$ cat config.mk
export PLATFORM = sky130hd
export DESIGN_NAME = csr_hpm_counters
export DESIGN_NICKNAME = d
export VERILOG_FILES = /design/src/rtl/riscv.sv /design/src/rtl/hpm_counter.sv /design/src/rtl/csr_hpm_counters.sv
export SDC_FILE = /design/constraint.sdc
export NUM_CORES = 2
export LEC_CHECK = 0
export BUFFER_PORTS_ARGS = -buffer_cell sky130_fd_sc_hd__buf_2
export CORE_ASPECT_RATIO = 1.2
export CORE_MARGIN = 2
export CORE_UTILIZATION = 55
export DETAILED_ROUTE_END_ITERATION = 6
export MAX_ROUTING_LAYER = met4
export PLACE_DENSITY_LB_ADDON = 0.15
export SETUP_SLACK_MARGIN = 0.02
export SKIP_LAST_GASP = 1
export SLEW_MARGIN = 10
export SYNTH_ARGS = -nofsm -noshare
export SYNTH_HDL_FRONTEND = slang
export SYNTH_HIERARCHICAL = 1
export SYNTH_SLANG_ARGS = --single-unit
$ cat constraint.sdc
create_clock -name clk_i -period 3.1 [get_ports clk_i]
set_clock_uncertainty 0.15 [all_clocks]
set_input_delay 0.62 -clock clk_i [delete_from_list [all_inputs] [get_ports clk_i]]
set_output_delay 0.62 -clock clk_i [all_outputs]
set_load 0.02 [all_outputs]
$ cat src/rtl/riscv.sv
// Shared RISC-V definitions used by the CSR counter bank: widths, CSR address type and op encoding.
package riscv;

    localparam int unsigned XLEN = 64;

    typedef logic [11:0] csr_reg_t;

    typedef enum logic [1:0] {
        CSR_OP_NONE,
        CSR_OP_RW,
        CSR_OP_RS,
        CSR_OP_RC
    } csr_op_t;

    localparam int unsigned HPM_NUM_EVT        = 14;
    localparam int unsigned HPM_RESERVED_FIRST = 17;

    localparam logic [1:0] PRIV_M = 2'b11;

    // Upper seven address bits selecting the 32-entry Bxx and Cxx windows.
    localparam logic [6:0] CSR_MCNT_PAGE = 7'h58;
    localparam logic [6:0] CSR_UCNT_PAGE = 7'h60;

endpackage

$ cat src/rtl/hpm_counter.sv
// Single free-running counter; a write in the same cycle replaces the increment.
module hpm_counter #(
    parameter int unsigned Width = 64
) (
    input  logic             clk_i,
    input  logic             reset_ni,
    input  logic             wr_en_i,
    input  logic [Width-1:0] wdata_i,
    input  logic             inc_i,
    output logic [Width-1:0] value_o
);

    logic [Width-1:0] value_q, value_d;

    always_comb begin
        value_d = value_q + {{(Width-1){1'b0}}, inc_i};
        if (wr_en_i) begin
            value_d = wdata_i;
        end
    end

    always_ff @(posedge clk_i or negedge reset_ni) begin
        if (!reset_ni) begin
            value_q <= '0;
        end else begin
            value_q <= value_d;
        end
    end

    assign value_o = value_q;

endmodule

$ cat src/rtl/csr_hpm_counters.sv
// CSR responder for the mcycle/minstret/mhpmcounter bank and its user read-only shadows.
module csr_hpm_counters
    import riscv::*;
#(
    parameter int unsigned XLEN    = riscv::XLEN,
    parameter int unsigned NUM_EVT = riscv::HPM_NUM_EVT
) (
    input  logic               clk_i,
    input  logic               reset_ni,
    input  logic               req_valid_i,
    output logic               req_ready_o,
    input  csr_reg_t           req_addr_i,
    input  csr_op_t            req_op_i,
    input  logic               req_wr_i,
    input  logic [XLEN-1:0]    req_wdata_i,
    input  logic [1:0]         req_priv_i,
    input  logic [31:0]        mcounteren_i,
    input  logic               instret_inc_i,
    input  logic [NUM_EVT-1:0] evt_i,
    output logic               rsp_valid_o,
    input  logic               rsp_ready_i,
    output logic [XLEN-1:0]    rsp_rdata_o,
    output logic               rsp_illegal_o
);

    logic [4:0]      idx;
    logic            in_m, in_u, illegal, accept, cnt_wr;
    logic [XLEN-1:0] cnt [32];
    logic [XLEN-1:0] old_val, new_val;

    logic            rsp_valid_q, rsp_illegal_q;
    logic [XLEN-1:0] rsp_rdata_q;

    assign idx         = req_addr_i[4:0];
    assign req_ready_o = !rsp_valid_q || rsp_ready_i;
    assign accept      = req_valid_i && req_ready_o;
    assign old_val     = cnt[idx];

    always_comb begin
        in_m    = (req_addr_i[11:5] == CSR_MCNT_PAGE);
        in_u    = (req_addr_i[11:5] == CSR_UCNT_PAGE);
        illegal = 1'b0;
        if (!in_m && !in_u) begin
            illegal = 1'b1;
        end else if (idx == 5'd1) begin
            // Offset 1 (time) has no backing counter in either window.
            illegal = 1'b1;
        end else if (in_m && req_priv_i != PRIV_M) begin
            illegal = 1'b1;
        end else if (in_u && req_wr_i) begin
            illegal = 1'b1;
        end else if (in_u && req_priv_i != PRIV_M && !mcounteren_i[idx]) begin
            illegal = 1'b1;
        end
    end

    always_comb begin
        cnt_wr = accept && !illegal && in_m && req_wr_i && (req_op_i != CSR_OP_NONE)
                 && (idx < 5'(HPM_RESERVED_FIRST));
        unique case (req_op_i)
            CSR_OP_RW: new_val = req_wdata_i;
            CSR_OP_RS: new_val = old_val | req_wdata_i;
            CSR_OP_RC: new_val = old_val & ~req_wdata_i;
            default:   new_val = old_val;
        endcase
    end

    for (genvar i = 0; i < 32; i++) begin : g_cnt
        if (i == 1 || i >= int'(HPM_RESERVED_FIRST)) begin : g_none
            assign cnt[i] = '0;
        end else begin : g_impl
            logic inc;
            if (i == 0) begin : g_cycle
                assign inc = 1'b1;
            end else if (i == 2) begin : g_instret
                assign inc = instret_inc_i;
            end else begin : g_evt
                assign inc = evt_i[i-3];
            end
            hpm_counter #(
                .Width(XLEN)
            ) u_cnt (
                .clk_i   (clk_i),
                .reset_ni(reset_ni),
                .wr_en_i (cnt_wr && (idx == 5'(i))),
                .wdata_i (new_val),
                .inc_i   (inc),
                .value_o (cnt[i])
            );
        end
    end

    always_ff @(posedge clk_i or negedge reset_ni) begin
        if (!reset_ni) begin
            rsp_valid_q   <= 1'b0;
            rsp_rdata_q   <= '0;
            rsp_illegal_q <= 1'b0;
        end else if (accept) begin
            rsp_valid_q   <= 1'b1;
            rsp_rdata_q   <= illegal ? '0 : old_val;
            rsp_illegal_q <= illegal;
        end else if (rsp_ready_i) begin
            rsp_valid_q   <= 1'b0;
        end
    end

    assign rsp_valid_o   = rsp_valid_q;
    assign rsp_rdata_o   = rsp_rdata_q;
    assign rsp_illegal_o = rsp_illegal_q;

endmodule

* Yosys cells after proc, flatten, opt, wreduce, memory -nomap -nowiden
Index checks and enable logic that the tools add are counted.
** Storage, ports and cells
- Register bits after elaboration :: 1090
- Logic and storage cells :: 130
** Cells by class
- Add/subtract/negate cells :: 16
- Magnitude comparators :: 3
- Equality and inequality tests :: 22
- Muxes and demuxes :: 30
- Bitwise gates (word level) :: 4
- Reduce and logical (&&, ||, !) cells :: 36
** Operators with widths (count)
- two-way mux 64 bit :: 19
- adder 64 x 1 -> 64 bit :: 15
- binary-select mux 64 bit (select 5 bit) :: 1
- case mux 64 bit (3 select lines) :: 1
- adder 64 x 1 -> 64 bit, second input constant :: 1
- bitwise AND 64 bit :: 1
- inverter 64 bit :: 1
- OR 64 bit :: 1
- == test 5 x 4 -> 1 bit, second input constant :: 8
- logical AND 1 bit :: 27
- == test 5 x 3 -> 1 bit, second input constant :: 4
- == test 7 bit, second input constant :: 2
- == test 5 x 2 -> 1 bit, second input constant :: 2
- two-way mux 1 bit :: 8
- greater-or-equal comparator 6 bit, second input constant :: 1
- < comparator 5 x 6 -> 1 bit, second input constant :: 1
- inverter 5 -> 6 bit :: 1
- binary-select mux 1 bit (select 5 bit) :: 1
- == test 5 x 1 -> 1 bit, second input constant :: 1
- == test 5 bit, second input constant :: 1
- zero test 1 bit :: 5
- zero test 5 bit :: 1
- < comparator 5 bit, second input constant :: 1
- == test 2 bit, second input constant :: 2
- 4 further kinds :: 5

* Logic depth before layout (Yosys ltp)
- Word-level depth :: 17
- Depth in mapped cells :: 14

* By module
The synthesis kept the hierarchy.
** By module, submodules not included
- hpm_counter :: instances 16, cells each 434, area each 3766.1 um2, seq. area each 1601.5 um2
- csr_hpm_counters :: instances 1, cells each 1355, area each 12764.7 um2, seq. area each 1651.6 um2

* Worst setup path after synthesis
No wires, ideal clock.
- Path type :: input port to flip-flop
- From :: input port req_addr_i[6]
- To :: register g_cnt[10].g_impl.u_cnt.value_q[15]
- Arrival :: 3.389 ns
- Required time :: 2.867 ns
- Setup slack :: -0.522 ns
- Stages on the path :: 10
- Buffers on the path :: 4
- Cells stage by stage :: or4b_1 > a2111oi_2 > buf_2 > nand4_4 > buf_2 > nor4_1 > clkbuf_1 > clkbuf_1 > nand2_1 > o21ai_0
** Between the ends
- Cells in the longest elaborated chain, start to end :: 16
- Elaborated cells on any way between the ends :: 22
- Classes of those cells :: eq/ne: 2; mux: 6; reduce/logical: 14
** RTL lines
- start: declaration :: line csr_hpm_counters.sv:12 : input csr_reg_t req_addr_i,
- == test 7 bit :: line csr_hpm_counters.sv:41 : in_u = (req_addr_i[11:5] == CSR_UCNT_PAGE);
- logical AND 1 bit (2 in series) :: line csr_hpm_counters.sv:52 : end else if (in_u && req_priv_i != PRIV_M && !mcounteren_i[idx]) begin
- two-way mux 1 bit :: line csr_hpm_counters.sv:52
- two-way mux 1 bit :: line csr_hpm_counters.sv:50 : end else if (in_u && req_wr_i) begin
- two-way mux 1 bit :: line csr_hpm_counters.sv:48 : end else if (in_m && req_priv_i != PRIV_M) begin
- two-way mux 1 bit :: line csr_hpm_counters.sv:45 : end else if (idx == 5'd1) begin
- two-way mux 1 bit :: line csr_hpm_counters.sv:43 : if (!in_m && !in_u) begin
- zero test 1 bit :: line csr_hpm_counters.sv:58 : cnt_wr = accept && !illegal && in_m && req_wr_i && (req_op_i != CSR_OP_NONE)
- logical AND 1 bit :: line csr_hpm_counters.sv:58
- logical AND 1 bit (*) (3 in series) :: line csr_hpm_counters.sv:58
- logical AND 1 bit (*) :: line csr_hpm_counters.sv:59 : && (idx < 5'(HPM_RESERVED_FIRST));
- logical AND 1 bit (*) :: line csr_hpm_counters.sv:85 : .wr_en_i (cnt_wr && (idx == 5'(i))),
- two-way mux 64 bit (*) :: line hpm_counter.sv:17 : if (wr_en_i) begin
- net g_cnt[10].g_impl.u_cnt.value_d[15] :: line hpm_counter.sv:13 : logic [Width-1:0] value_q, value_d;
- end signal: assignment :: line hpm_counter.sv:26 : value_q <= value_d;
- end: declaration :: line hpm_counter.sv:13
Mark *: on every way through the listed nets, which the timed path passes. The rest lies on a longest branch.
A chain may end at the register's enable or synchronous reset.

* Worst setup path after layout
- From :: register g_cnt[16].g_impl.u_cnt.value_q[12]
- To :: register g_cnt[16].g_impl.u_cnt.value_q[51]
** Between the ends
- Cells in the longest elaborated chain, start to end :: 2
** RTL lines
- start: declaration :: line hpm_counter.sv:13
- start signal: assignment :: line hpm_counter.sv:26
- adder 64 x 1 -> 64 bit :: line hpm_counter.sv:16 : value_d = value_q + {{(Width-1){1'b0}}, inc_i};
- two-way mux 64 bit :: line hpm_counter.sv:17
- net g_cnt[16].g_impl.u_cnt.value_d[51] :: line hpm_counter.sv:13
The timed path passes the listed nets, and every way through them passes these cells.

==> impl_summary.md <==
Run status
The checks that failed: DRC. The run finished, with violations left.

Timing
The number of slew-limit violations in the final report came to 0. The final critical path takes up 97.07% of the cycle. Headroom to the max-slew limit came out at 12.32%.

Setup repair after global routing left no endpoint under its margin. The final critical-path required period is 3009 ps. The total setup violations reported at the end of the flow is 0. The transition time at the pin with the least slew margin is 1311 ps.

The maximum clock frequency is 332.3 MHz. The final-report hold violation count is 0. Adding up every negative setup slack in the final design gives 0 ps. The worst hold-check slack is 40.20 ps.

Hold path
The class of the worst hold path is in2reg.

Clock network
After clock tree synthesis, the clock-pin slew on the worst setup and hold paths is 60 ps. CTS built an H-tree with a depth of 3. The TritonCTS buffer count is about 120. CTS saw 1,090 sinks.

The maximum buffer depth of the clock tree is 3. The later pin in the worst-skew pair is clocked with a latency of about 800 ps. In this run the clock root is driven by a sky130_fd_sc_hd__clkbuf_16. The clock tree from TritonCTS is built.

Power
The design draws approximately 37 mW. The analysis attributes to cell leakage a power of roughly 35 nW. The total power density per cell area is 420.9 mW/mm^2. The maximum VDD drop is 0.5715 mV.

Logic synthesis
In the synthesized netlist the dominant register cell turns out to be sky130_fd_sc_hd__dfrtp_1. Synthesis produced 8,299 cells. The synthesized netlist occupies a cell area of ~0.073 mm^2.

The share of flip-flops with an asynchronous set or reset is 100.0%. By area the synthesized netlist is led by sky130_fd_sc_hd__dfrtp_1 (37%), sky130_fd_sc_hd__o21ai_0 (6.1%), sky130_fd_sc_hd__nand2_1 (5.5%), sky130_fd_sc_hd__xor2_1 (4.8%), sky130_fd_sc_hd__mux4_2 (4.7%). The fraction of synthesized cell area taken by the top area cell type is 37.35%.

The synthesis warning total is 6. In this run, synthesis inferred 0 flip-flops with an integrated enable. The biggest area consumer among synthesized cells is sky130_fd_sc_hd__dfrtp_1. Synthesis inferred 1,090 register bits.

Yosys mapped the design onto 56 distinct sky130hd cell types. A synthesized cell averages 8.799 um^2. Summing the sequential cell areas from Yosys gives 37.35% of the chip area. The synthesized netlist net count is 8,463.

Drt
The via count is ~77,000. The remaining number of nets flagged by the antenna check after routing is 0. The number of remaining DRC errors is 2. After the first detailed-routing iteration, the DRC count stood at just over 10,000. After detailed routing, the number of vias per cell comes to 7.014.

The wire length after detailed routing is between 300,000 and 400,000 um. The first TritonRoute pass finished after 7 iterations. The post-detailed-route wirelength per cell is 30.64 um.

Critical path
The worst reg-to-reg setup slack is 90 ps. The critical path is of the reg2reg type. The worst setup path is launched from a register. Of all nets on the critical path, the largest fanout is 7.

The critical path required time is 3650 ps. The kind of capture point of the worst setup path is a register. The arrival time at the worst endpoint is around 3600 ps.

Placed design
The cell area reported after detailed placement is 0.08382 mm^2. Buffers placed on the I/O ports in this run total 198. Once detailed placement completed, the half-perimeter wirelength came to 258,100 um.

At the end of routability-driven placement, the weighted congestion stood at about 1.1.

Die
The count of boundary I/O pins is around 200. For this configuration, the core starts out at a cell density of 55.37%. The chip height is 403.2 um. After floorplanning, the core was sized to cover ~0.13 mm^2.

After floorplanning, the core was divided into ~150 placement rows. The die covers 0.1357 mm^2. From left edge to right edge, the die measures 336.6 um.

Finish
Fill cells in the final layout number between 10,000 and 15,000. From synthesis to final layout, the design area changed by 20.56%. The final net count is 9,214. The share of final-layout standard cells stronger than drive strength 1 is ~20%.

The finished cells cover 0.08804 mm^2.

GRT
Entering global routing, the biggest net connects 81 pins. The first global-routing pass estimated slightly below 500,000 um of wire. In the global route stage, overall resource usage came out at 50.11%. The leftover overflow at the end of global routing is 0. The initial antenna violation count came to 29. The number of global-route vias before repair is 73,580.

Flow run
The tool flagged a number of max-cap violations equal to 0.
-- where the power goes --
part | total, mW | switching, mW | internal [mW]
clock | 15.3 | 6.61 | 8.69
sequential | 16.0 | 1.01 | 14.9
combinational | 5.80 | 3.42 | 2.37
-- final timing paths --
kind / from / end / cells after the start
worst max-delay path: g_cnt[16].g_impl.u_cnt/value_o[12]$_DFF_PN0_ / g_cnt[16].g_impl.u_cnt/value_o[51]$_DFF_PN0_ / 6
worst max register to register: g_cnt[16].g_impl.u_cnt/value_o[12]$_DFF_PN0_ / g_cnt[16].g_impl.u_cnt/value_o[51]$_DFF_PN0_ / 6
worst min-delay path: evt_i[0] / g_cnt[3].g_impl.u_cnt/value_o[0]$_DFF_PN0_ / 3
min in group asynchronous: reset_ni / g_cnt[9].g_impl.u_cnt/value_o[2]$_DFF_PN0_ / 2
worst min register to register: rsp_rdata_o[37]$_DFFE_PN0P_ / rsp_rdata_o[37]$_DFFE_PN0P_ / 1
max in group asynchronous: reset_ni / g_cnt[16].g_impl.u_cnt/value_o[46]$_DFF_PN0_ / 4
-- cell usage after synthesis, types with 129 or more instances --
library cell / number
sky130_fd_sc_hd__dfrtp_1: 1090
sky130_fd_sc_hd__nand2_1: 1062
sky130_fd_sc_hd__o21ai_0: 892
sky130_fd_sc_hd__nor2_1: 536
sky130_fd_sc_hd__nand4_1: 481
sky130_fd_sc_hd__nand3_1: 435
sky130_fd_sc_hd__clkbuf_1: 410
sky130_fd_sc_hd__xor2_1: 400
sky130_fd_sc_hd__a31oi_1: 335
sky130_fd_sc_hd__xnor2_1: 272
sky130_fd_sc_hd__nor4_1: 253
sky130_fd_sc_hd__or3_1: 162
sky130_fd_sc_hd__mux4_2: 151
sky130_fd_sc_hd__mux2i_1: 144
sky130_fd_sc_hd__or4_1: 144
sky130_fd_sc_hd__o31ai_1: 130
sky130_fd_sc_hd__and3_1: 129
-- per-stage QoR --
step / util, % / setup WS [ps] / instances
final: 66.75 / 90.88 / 10960
after global routing: 66.74 / 26.23 / 10950
after CTS: 66.67 / 80.56 / 10930
after detailed placement: 63.55 / -463.5 / 10700
after global placement: 63.55 / -425.3 / 10700
after floorplan: - / -139.5 / 8299
-- critical path, cell delays in order, from the launching register on --
cell	delay, ps
sky130_fd_sc_hd__dfrtp_1	490
sky130_fd_sc_hd__nand3_1	400
sky130_fd_sc_hd__nor4_1	890
sky130_fd_sc_hd__nand4_1	190
sky130_fd_sc_hd__buf_4	220
sky130_fd_sc_hd__or4_1	400
sky130_fd_sc_hd__a31oi_1	170
-- sequential cells by signal, summed over array words and instances (netlist names) --
register and flops:
rsp_rdata_o 64, rsp_illegal_o 1, rsp_valid_o 1, g_cnt.g_impl.u_cnt/value_o 1024
-- area by class of cell --
class	instances	area, um^2	share of cell area, %
inverter	114	427.9	0.4861
multi-input combinational	6548	43420	49.32
timing repair buffer	1177	10520	11.95
clock inverter	46	608.1	0.6907
antenna	30	75.07	0.08527
clock buffer	176	3482	3.955
tap	1776	2222	2.524
sequential	1090	27280	30.98
-- layer usage --
| metal | wire, um | GRT usage [%] | vias to the layer above |
|---|---|---|---|
| met5 | 0 | - | - |
| met4 | 34890 | 42.30 | 0 |
| met3 | 37460 | 11.02 | 1545 |
| met2 | 150000 | 75.18 | 5336 |
| met1 | 113300 | 57.06 | 37270 |
| li1 | - | - | 32700 |
-- placed cells by master, fill, tap and decap left out, drive strengths merged, types with 65 or more instances in the layout --
cell    Yosys  final
and3      130    130
o31ai     130    130
nand2b     86     86
a221oi    110    110
nor4      285    285
mux2       82     82
mux4      151    151
nand4     514    514
inv       114    119
nor2      536    536
mux2i     144    144
a22o       65     65
nand3     451    451
a31oi     335    335
xor2      400    400
buf       136   1175
or4       144    144
nand2    1062   1062
nor3      117    117
clkbuf    411    176
dfrtp    1090   1090
and4       80     80
xnor2     272    272
o21ai     892    892
or3       162    162
-- cells by family (layout without fill, tap and decap cells) --
| family | count (synthesis) | after routing | synth area share, % |
|---|---|---|---|
| multiplexers | 377 | 377 | 7.896 |
| other | 1 | 31 | 0.005135 |
| XOR/XNOR | 672 | 672 | 8.060 |
| buffers and inverters | 661 | 1513 | 3.867 |
| flip-flops | 1090 | 1090 | 37.35 |
| adder cells (fa/ha/maj) | 32 | 32 | 0.5483 |
| AND/OR/NAND/NOR | 3679 | 3679 | 27.14 |
| AO/OA/AOI/OAI | 1787 | 1787 | 15.13 |
-- what timing repair did --
| item | 4_1_cts | 5_1_grt |
|---|---|---|
| gates resized for setup | 0 | 1 |
| setup endpoints to repair | 0 | 34 |
| hold endpoints to repair | 25 | 0 |
| setup buffers | 0 | 2 |
| hold buffers | 2 | 0 |
No activity file was read; power rests on OpenSTA's default activity.
